--- src/rtl/ahb_lite_req_master_if.sv ---
// AHB-Lite bus bundle between the request master and a single slave.
// Master drives the address/control and write data, slave returns ready/response/read data.
interface ahb_lite_req_master_if #(
    parameter int ADDR_W = 32,
    parameter int DATA_W = 64
);
    logic              HSEL;
    logic [ADDR_W-1:0] HADDR;
    logic [1:0]        HTRANS;
    logic              HWRITE;
    logic [2:0]        HSIZE;
    logic [2:0]        HBURST;
    logic [3:0]        HPROT;
    logic [DATA_W-1:0] HWDATA;
    logic              HREADY;
    logic              HRESP;
    logic [DATA_W-1:0] HRDATA;

    modport master (
        output HSEL, HADDR, HTRANS, HWRITE, HSIZE, HBURST, HPROT, HWDATA,
        input  HREADY, HRESP, HRDATA
    );

    modport slave (
        input  HSEL, HADDR, HTRANS, HWRITE, HSIZE, HBURST, HPROT, HWDATA,
        output HREADY, HRESP, HRDATA
    );
endinterface

--- src/rtl/ahb_lite_req_master.sv ---
// AHB-Lite request master: a small command FIFO feeding single NONSEQ transfers
// with one address phase overlapping one outstanding data phase. One response
// pulse per command, in order. Two-cycle ERROR responses cancel the pending
// address phase, which is reissued from the FIFO head afterwards.
module ahb_lite_req_master #(
    parameter int DEPTH  = 4,
    parameter int ADDR_W = 32,
    parameter int DATA_W = 64
) (
    input  logic                  HCLK,
    input  logic                  HRESETn,
    input  logic                  cmd_valid,
    output logic                  cmd_ready,
    input  logic                  cmd_write,
    input  logic [ADDR_W-1:0]     cmd_addr,
    input  logic [2:0]            cmd_size,
    input  logic [DATA_W-1:0]     cmd_wdata,
    output logic                  rsp_valid,
    output logic                  rsp_write,
    output logic                  rsp_err,
    output logic [DATA_W-1:0]     rsp_rdata,
    ahb_lite_req_master_if.master bus
);

    localparam int PTR_W = $clog2(DEPTH);
    localparam int CNT_W = PTR_W + 1;
    localparam logic [CNT_W-1:0] FULL_CNT = CNT_W'(DEPTH);

    // Sizes wider than the 64-bit bus are not legal here; limit to doubleword.
    function automatic logic [2:0] clamp_size(input logic [2:0] size);
        logic [2:0] result;
        if (size > 3'd3) begin
            result = 3'd3;
        end else begin
            result = size;
        end
        return result;
    endfunction

    // Command storage (payload only; validity is tracked by the counters)
    logic              fifo_write_r [DEPTH];
    logic [ADDR_W-1:0] fifo_addr_r  [DEPTH];
    logic [2:0]        fifo_size_r  [DEPTH];
    logic [DATA_W-1:0] fifo_wdata_r [DEPTH];

    logic [PTR_W-1:0] wr_ptr_r;
    logic [PTR_W-1:0] rd_ptr_r;
    logic [CNT_W-1:0] count_r;
    logic [PTR_W-1:0] rd_next_s;

    // Address phase
    logic              trans_r;
    logic [ADDR_W-1:0] haddr_r;
    logic              hwrite_r;
    logic [2:0]        hsize_r;

    // Data phase
    logic              data_active_r;
    logic              data_write_r;
    logic [DATA_W-1:0] hwdata_r;

    // Response
    logic              rsp_valid_r;
    logic              rsp_write_r;
    logic              rsp_err_r;
    logic [DATA_W-1:0] rsp_rdata_r;

    logic             push_s;
    logic             accept_s;
    logic             err_cancel_s;
    logic             complete_s;
    logic             issue_s;
    logic [PTR_W-1:0] issue_idx_s;

    assign cmd_ready    = (count_r != FULL_CNT);
    assign push_s       = cmd_valid & cmd_ready;
    assign accept_s     = trans_r & bus.HREADY;
    assign complete_s   = data_active_r & bus.HREADY;
    assign err_cancel_s = data_active_r & bus.HRESP & ~bus.HREADY;
    assign rd_next_s    = rd_ptr_r + PTR_W'(1);

    // Choose what to drive in the next address phase; only entries present
    // before this edge are eligible, so a fresh push never bypasses the FIFO.
    always_comb begin
        issue_s     = 1'b0;
        issue_idx_s = rd_ptr_r;
        if (accept_s) begin
            issue_s     = (count_r > CNT_W'(1));
            issue_idx_s = rd_next_s;
        end else if (!trans_r) begin
            issue_s     = (count_r != CNT_W'(0));
            issue_idx_s = rd_ptr_r;
        end else begin
            issue_s     = 1'b0;
            issue_idx_s = rd_ptr_r;
        end
    end

    // Write accepted commands into the storage array
    always_ff @(posedge HCLK) begin
        if (push_s) begin
            fifo_write_r[wr_ptr_r] <= cmd_write;
            fifo_addr_r[wr_ptr_r]  <= cmd_addr;
            fifo_size_r[wr_ptr_r]  <= cmd_size;
            fifo_wdata_r[wr_ptr_r] <= cmd_wdata;
        end
    end

    // FIFO pointers and occupancy; the head is popped only on address acceptance
    always_ff @(posedge HCLK or negedge HRESETn) begin
        if (!HRESETn) begin
            wr_ptr_r <= '0;
            rd_ptr_r <= '0;
            count_r  <= '0;
        end else begin
            if (push_s) begin
                wr_ptr_r <= wr_ptr_r + PTR_W'(1);
            end
            if (accept_s) begin
                rd_ptr_r <= rd_next_s;
            end
            case ({push_s, accept_s})
                2'b10:   count_r <= count_r + CNT_W'(1);
                2'b01:   count_r <= count_r - CNT_W'(1);
                default: count_r <= count_r;
            endcase
        end
    end

    // Address phase: cancel on first ERROR cycle, advance when the slot frees, else hold
    always_ff @(posedge HCLK or negedge HRESETn) begin
        if (!HRESETn) begin
            trans_r  <= 1'b0;
            haddr_r  <= '0;
            hwrite_r <= 1'b0;
            hsize_r  <= 3'd0;
        end else if (err_cancel_s) begin
            trans_r <= 1'b0;
        end else if (accept_s || !trans_r) begin
            trans_r <= issue_s;
            if (issue_s) begin
                haddr_r  <= fifo_addr_r[issue_idx_s];
                hwrite_r <= fifo_write_r[issue_idx_s];
                hsize_r  <= clamp_size(fifo_size_r[issue_idx_s]);
            end
        end
    end

    // Data phase: load from the accepted head, retire on HREADY
    always_ff @(posedge HCLK or negedge HRESETn) begin
        if (!HRESETn) begin
            data_active_r <= 1'b0;
            data_write_r  <= 1'b0;
            hwdata_r      <= '0;
        end else if (accept_s) begin
            data_active_r <= 1'b1;
            data_write_r  <= hwrite_r;
            hwdata_r      <= fifo_wdata_r[rd_ptr_r];
        end else if (complete_s) begin
            data_active_r <= 1'b0;
        end
    end

    // One-cycle response pulse on each data-phase completion
    always_ff @(posedge HCLK or negedge HRESETn) begin
        if (!HRESETn) begin
            rsp_valid_r <= 1'b0;
            rsp_write_r <= 1'b0;
            rsp_err_r   <= 1'b0;
            rsp_rdata_r <= '0;
        end else if (complete_s) begin
            rsp_valid_r <= 1'b1;
            rsp_write_r <= data_write_r;
            rsp_err_r   <= bus.HRESP;
            rsp_rdata_r <= data_write_r ? '0 : bus.HRDATA;
        end else begin
            rsp_valid_r <= 1'b0;
            rsp_write_r <= 1'b0;
            rsp_err_r   <= 1'b0;
            rsp_rdata_r <= '0;
        end
    end

    assign bus.HSEL   = trans_r;
    assign bus.HTRANS = {trans_r, 1'b0};
    assign bus.HADDR  = haddr_r;
    assign bus.HWRITE = hwrite_r;
    assign bus.HSIZE  = hsize_r;
    assign bus.HBURST = 3'b000;
    assign bus.HPROT  = 4'b0011;
    assign bus.HWDATA = hwdata_r;

    assign rsp_valid = rsp_valid_r;
    assign rsp_write = rsp_write_r;
    assign rsp_err   = rsp_err_r;
    assign rsp_rdata = rsp_rdata_r;

endmodule

--- src/flat_wrapper.sv ---
// flat-port wrapper written by rule: the top's interface ports become plain ports
module ahb_lite_req_master_flat 
#(
    parameter int DEPTH  = 4,
    parameter int ADDR_W = 32,
    parameter int DATA_W = 64
)
  (HCLK, HRESETn, cmd_valid, cmd_ready, cmd_write, cmd_addr, cmd_size, cmd_wdata, rsp_valid, rsp_write, rsp_err, rsp_rdata, bus_HSEL, bus_HADDR, bus_HTRANS, bus_HWRITE, bus_HSIZE, bus_HBURST, bus_HPROT, bus_HWDATA, bus_HREADY, bus_HRESP, bus_HRDATA);
  ahb_lite_req_master_if #(.ADDR_W(ADDR_W), .DATA_W(DATA_W)) bus_i ();
  input  logic HCLK;
  input  logic HRESETn;
  input  logic cmd_valid;
  output logic cmd_ready;
  input  logic cmd_write;
  input  logic [ADDR_W-1:0] cmd_addr;
  input  logic [2:0] cmd_size;
  input  logic [DATA_W-1:0] cmd_wdata;
  output logic rsp_valid;
  output logic rsp_write;
  output logic rsp_err;
  output logic [DATA_W-1:0] rsp_rdata;
  output wire logic [$bits(bus_i.HSEL)-1:0] bus_HSEL;
  output wire logic [$bits(bus_i.HADDR)-1:0] bus_HADDR;
  output wire logic [$bits(bus_i.HTRANS)-1:0] bus_HTRANS;
  output wire logic [$bits(bus_i.HWRITE)-1:0] bus_HWRITE;
  output wire logic [$bits(bus_i.HSIZE)-1:0] bus_HSIZE;
  output wire logic [$bits(bus_i.HBURST)-1:0] bus_HBURST;
  output wire logic [$bits(bus_i.HPROT)-1:0] bus_HPROT;
  output wire logic [$bits(bus_i.HWDATA)-1:0] bus_HWDATA;
  input wire logic [$bits(bus_i.HREADY)-1:0] bus_HREADY;
  input wire logic [$bits(bus_i.HRESP)-1:0] bus_HRESP;
  input wire logic [$bits(bus_i.HRDATA)-1:0] bus_HRDATA;
  assign bus_HSEL = bus_i.HSEL;
  assign bus_HADDR = bus_i.HADDR;
  assign bus_HTRANS = bus_i.HTRANS;
  assign bus_HWRITE = bus_i.HWRITE;
  assign bus_HSIZE = bus_i.HSIZE;
  assign bus_HBURST = bus_i.HBURST;
  assign bus_HPROT = bus_i.HPROT;
  assign bus_HWDATA = bus_i.HWDATA;
  assign bus_i.HREADY = bus_HREADY;
  assign bus_i.HRESP = bus_HRESP;
  assign bus_i.HRDATA = bus_HRDATA;
  ahb_lite_req_master #(.DEPTH(DEPTH), .ADDR_W(ADDR_W), .DATA_W(DATA_W)) u_core (.HCLK(HCLK), .HRESETn(HRESETn), .cmd_valid(cmd_valid), .cmd_ready(cmd_ready), .cmd_write(cmd_write), .cmd_addr(cmd_addr), .cmd_size(cmd_size), .cmd_wdata(cmd_wdata), .rsp_valid(rsp_valid), .rsp_write(rsp_write), .rsp_err(rsp_err), .rsp_rdata(rsp_rdata), .bus(bus_i));
endmodule
--- config.mk ---
export PLATFORM = sky130hd
export DESIGN_NAME = ahb_lite_req_master_flat
export DESIGN_NICKNAME = d
export VERILOG_FILES = /design/src/rtl/ahb_lite_req_master_if.sv /design/src/rtl/ahb_lite_req_master.sv /design/src/flat_wrapper.sv
export SDC_FILE = /design/constraint.sdc
export NUM_CORES = 1
export LEC_CHECK = 0
export CAP_MARGIN = 10
export CELL_PAD_IN_SITES_DETAIL_PLACEMENT = 1
export CELL_PAD_IN_SITES_GLOBAL_PLACEMENT = 1
export CORE_MARGIN = 3
export CORE_UTILIZATION = 49
export DETAILED_ROUTE_END_ITERATION = 6
export GPL_TIMING_DRIVEN = 1
export PLACE_DENSITY_LB_ADDON = 0.1
export SKIP_LAST_GASP = 1
export SYNTH_ARGS = -nofsm -noshare
export SYNTH_HDL_FRONTEND = slang
export SYNTH_SLANG_ARGS = --single-unit
--- constraint.sdc ---
create_clock -name HCLK -period 7.9 [get_ports HCLK]
set_input_delay 1.58 -clock HCLK [delete_from_list [all_inputs] [get_ports HCLK]]
set_output_delay 1.58 -clock HCLK [all_outputs]
set_load 0.005 [all_outputs]
==> flow_summary.yaml <==
status:
  status: "completed"
setup_path:
  worst_setup_path_end_kind: "flip-flop"
  worst-path-buf-inv: 2
  crit_start: "bus_HREADY"
  required_ns: 8.38
  rr_endpoint: "u_core.bus.HADDR[25]"
  crit_fanout: 26
  reg2reg_from: "u_core.rd_ptr_r[0]"
  worstPathCellList: "clkdlybuf4s50_1 -> and2_4 -> xnor2_2 -> buf_4 -> mux4_2 -> mux2_2"
  critPathLaunchType: "input pin"
  cpLargestDelayFamily: "buffers and inverters"
  cp_slowest_cell: "xnor2_2"
  cp.arrival_ns: 4.66
  critPathKind: "input pin to flip-flop"
  reg2reg_depth: 4
  reg2reg_slack_ns: 4.58
  critPathMaxStageDelay_ns: 0.85
logic_synthesis:
  synthSimpleGateAreaFrac_pct: 2.375
  async_reset_ff_share_pct: 30.68
  synth.area.top_cells: "edfxtp_1 (58%), dfrtp_1 (21%), mux4_2 (11%)"
  ys_seq_elements: 577
  synth_xor_area_share_pct: 0.2519
  synth_warnings: 0
  yosys.area.top_type: "edfxtp_1"
  synth_mux_area_share_pct: 16.19
  synth_most_common_cell: "edfxtp_1"
  synth_compound_area_share_pct: 0.3179
  synth_top_family_by_area: "multiplexers"
  synth_edf_count: 400
  synth_top_area_share_pct: 57.58
  avgSynthCellArea_um2: 22.00
  synth_area_um2: 20860
  synth_seq_area_share_pct: 78.81
  ys.flop_type: "edfxtp_1"
  syn_inst: 948
  ys_top_cells_by_count: "edfxtp_1 (400), dfrtp_1 (177), mux4_2 (99)"
  synthAdderAreaFrac_pct: 0.5398
  synth_cell_type_count: 29
sta:
  setup_viol: 0
  slew_headroom_pct: 24.53
  period_share_pct: 52.97
  clock_skew_ns: 0.01070
  max_slew.worst_pin.slew_ns: 1.126
  maxSlewViolCount: 0
  max_clock_freq_ghz: 0.2390
  fin_setup_tns_ns: 0
  finalCriticalPeriod_ns: 4.185
  fin_hold_ws_ns: 0.5046
  final-hold-violation-count: 0
  rsz0062_at_grt: "false"
clock_tree:
  cts.sinks: 577
  htree_num_levels: 2
  clk_pin_slew_ns: 0.06
  clock_latency_ns: 0.60
  cts_root_buffer: "clkbuf_16"
  cts_setup_buffers: 0
  cts_resized: 0
  holdBufCountCts: 0
  cts_buffers: 57
  cts_max_path_buffers: 3
  cts_tree: "done"
global_routing:
  grt_pass1_wl_mm: 69.54
  gr-usage-all-layers_pct: 20.78
  overflow: 0
  grt_max_degree: 68
  grt_pass1_vias: 11350
  antenna_found_initial: 5
die:
  fp.dieArea_um2: 45080
  core_um2: 41480
  die_width_um: 212.3
  start_util_pct: 50.29
  rows: 74
  num_io_pins: 347
  die_y_um: 212.3
place:
  hpwl_mm: 28.32
  placed_cells: 1787
  gp_congestion: 0.7064
  port_buffers: 338
drt:
  drt-wirelength-per-cell_um: 24.34
  drc: 0
  viasPerCell: 5.375
  final_antenna_net_count: 0
  first_pass_iters: 5
  vias: 10190
  routed_wl_mm: 46.12
  drt_iter0_drc: 675
power:
  peakVddDrop_uv: 203.1
  power_density_nw_per_um2: 371.4
  p_total_w: 0.009891
  p_leak_nw: 9.556
final_layout:
  fin_util_pct: 64.20
  layout.area.seq_um2: 16450
  drive_above_1_share_pct: 21.88
  final_nets: 1492
  multi_input_area_um2: 4188
  area.growth.synth_to_final_pct: 27.66
  fillers: 3435
  stdcell_count: 1895
worst_hold_path:
  holdPathEnd: "u_core.bus.HWDATA[11]"
  whs_path_depth: 1
  hold_path_startpoint: "u_core.bus.HWDATA[11]"
  hp-class: "flip-flop to flip-flop"
run:
  maxCapViolations: 0
-- state kept, by name, indices dropped and copies added (netlist names), 2 cells and up --
| signal | count |
|---|---|
| u_core.rd_ptr_r | 2 |
| u_core.rsp_rdata | 64 |
| u_core.fifo_write_r | 4 |
| u_core.bus.HSIZE | 3 |
| u_core.bus.HWDATA | 64 |
| u_core.bus.HADDR | 32 |
| u_core.wr_ptr_r | 2 |
| u_core.fifo_addr_r | 128 |
| u_core.count_r | 3 |
| u_core.fifo_wdata_r | 256 |
| u_core.fifo_size_r | 12 |
-- cells by family (layout without fill, tap and decap cells) --
kind of cell | after synthesis | after routing
AOI/OAI and AO/OA | 10 | 10
adders and majority gates | 9 | 9
muxes | 201 | 201
and+or+nand+nor | 83 | 83
DFF | 577 | 577
xor gates and xnor gates | 6 | 6
other | 2 | 9
buffers and inverters | 60 | 468
-- stage by stage --
step / worst slack (ns) / instance area [um2]
2_1_floorplan: 3.484 / 20880
3_3_place_gp: 3.039 / 24820
3_5_place_dp: 2.991 / 24820
4_1_cts: 3.641 / 26630
5_1_grt: 3.450 / 26630
6_report: 3.715 / 26630
-- cell usage in the layout, fill, tap and decap left out, types with 7 or more instances in the layout --
| cell | Yosys | final |
|---|---|---|
| inv_1 | 12 | 12 |
| clkinv_2 | 0 | 7 |
| edfxtp_1 | 400 | 400 |
| clkbuf_16 | 0 | 59 |
| and2_1 | 66 | 65 |
| dfrtp_1 | 177 | 175 |
| buf_4 | 10 | 11 |
| clkbuf_1 | 18 | 21 |
| mux4_2 | 99 | 99 |
| ha_1 | 9 | 9 |
| mux2_2 | 98 | 98 |
| conb_1 | 2 | 8 |
| clkdlybuf4s50_1 | 0 | 337 |
| clkinv_1 | 0 | 9 |
-- area by class of cell --
type	instances	share of cell area (%)
diodes	1	0.009397
clock buffers	82	5.944
clock inverters	25	0.8551
inverters	12	0.1691
multi-input cells	317	15.73
flip-flops and latches	577	61.77
well taps	532	2.500
repair buffers	349	13.03
-- report_power, final --
| group | total (W) | internal (W) | switching, W | leakage [nW] |
|---|---|---|---|---|
| clock network | 0.00261 | 0.00152 | 0.00109 | 0.869 |
| registers | 0.00449 | 0.00405 | 0.000441 | 5.86 |
| logic | 0.00280 | 0.00166 | 0.00114 | 2.82 |
| total | 0.00989 | 0.00723 | 0.00267 | 9.56 |
-- how the worst max path moves through the flow --
stage | to | slack, ns | cells past startpoint
floorplan | u_core.fifo_addr_r[1][0] | 3.48 | 1
global placement | u_core.bus.HADDR[25] | 3.04 | 6
detailed placement | u_core.bus.HADDR[25] | 2.99 | 6
CTS | u_core.bus.HADDR[25] | 3.64 | 6
global route | u_core.bus.HADDR[4] | 3.45 | 6
finish | u_core.bus.HADDR[25] | 3.72 | 6
-- routing by layer --
layer | up-vias | wire [um] | global-route usage (%)
met5 | - | 42 | 0
met4 | 6 | 890 | 5.965
met1 | 5390 | 18290 | 27.24
li1 | 4423 | - | -
met2 | 304 | 24140 | 35.87
met3 | 63 | 2753 | 4.087
Note: power is estimated with default switching activity, not from simulation.
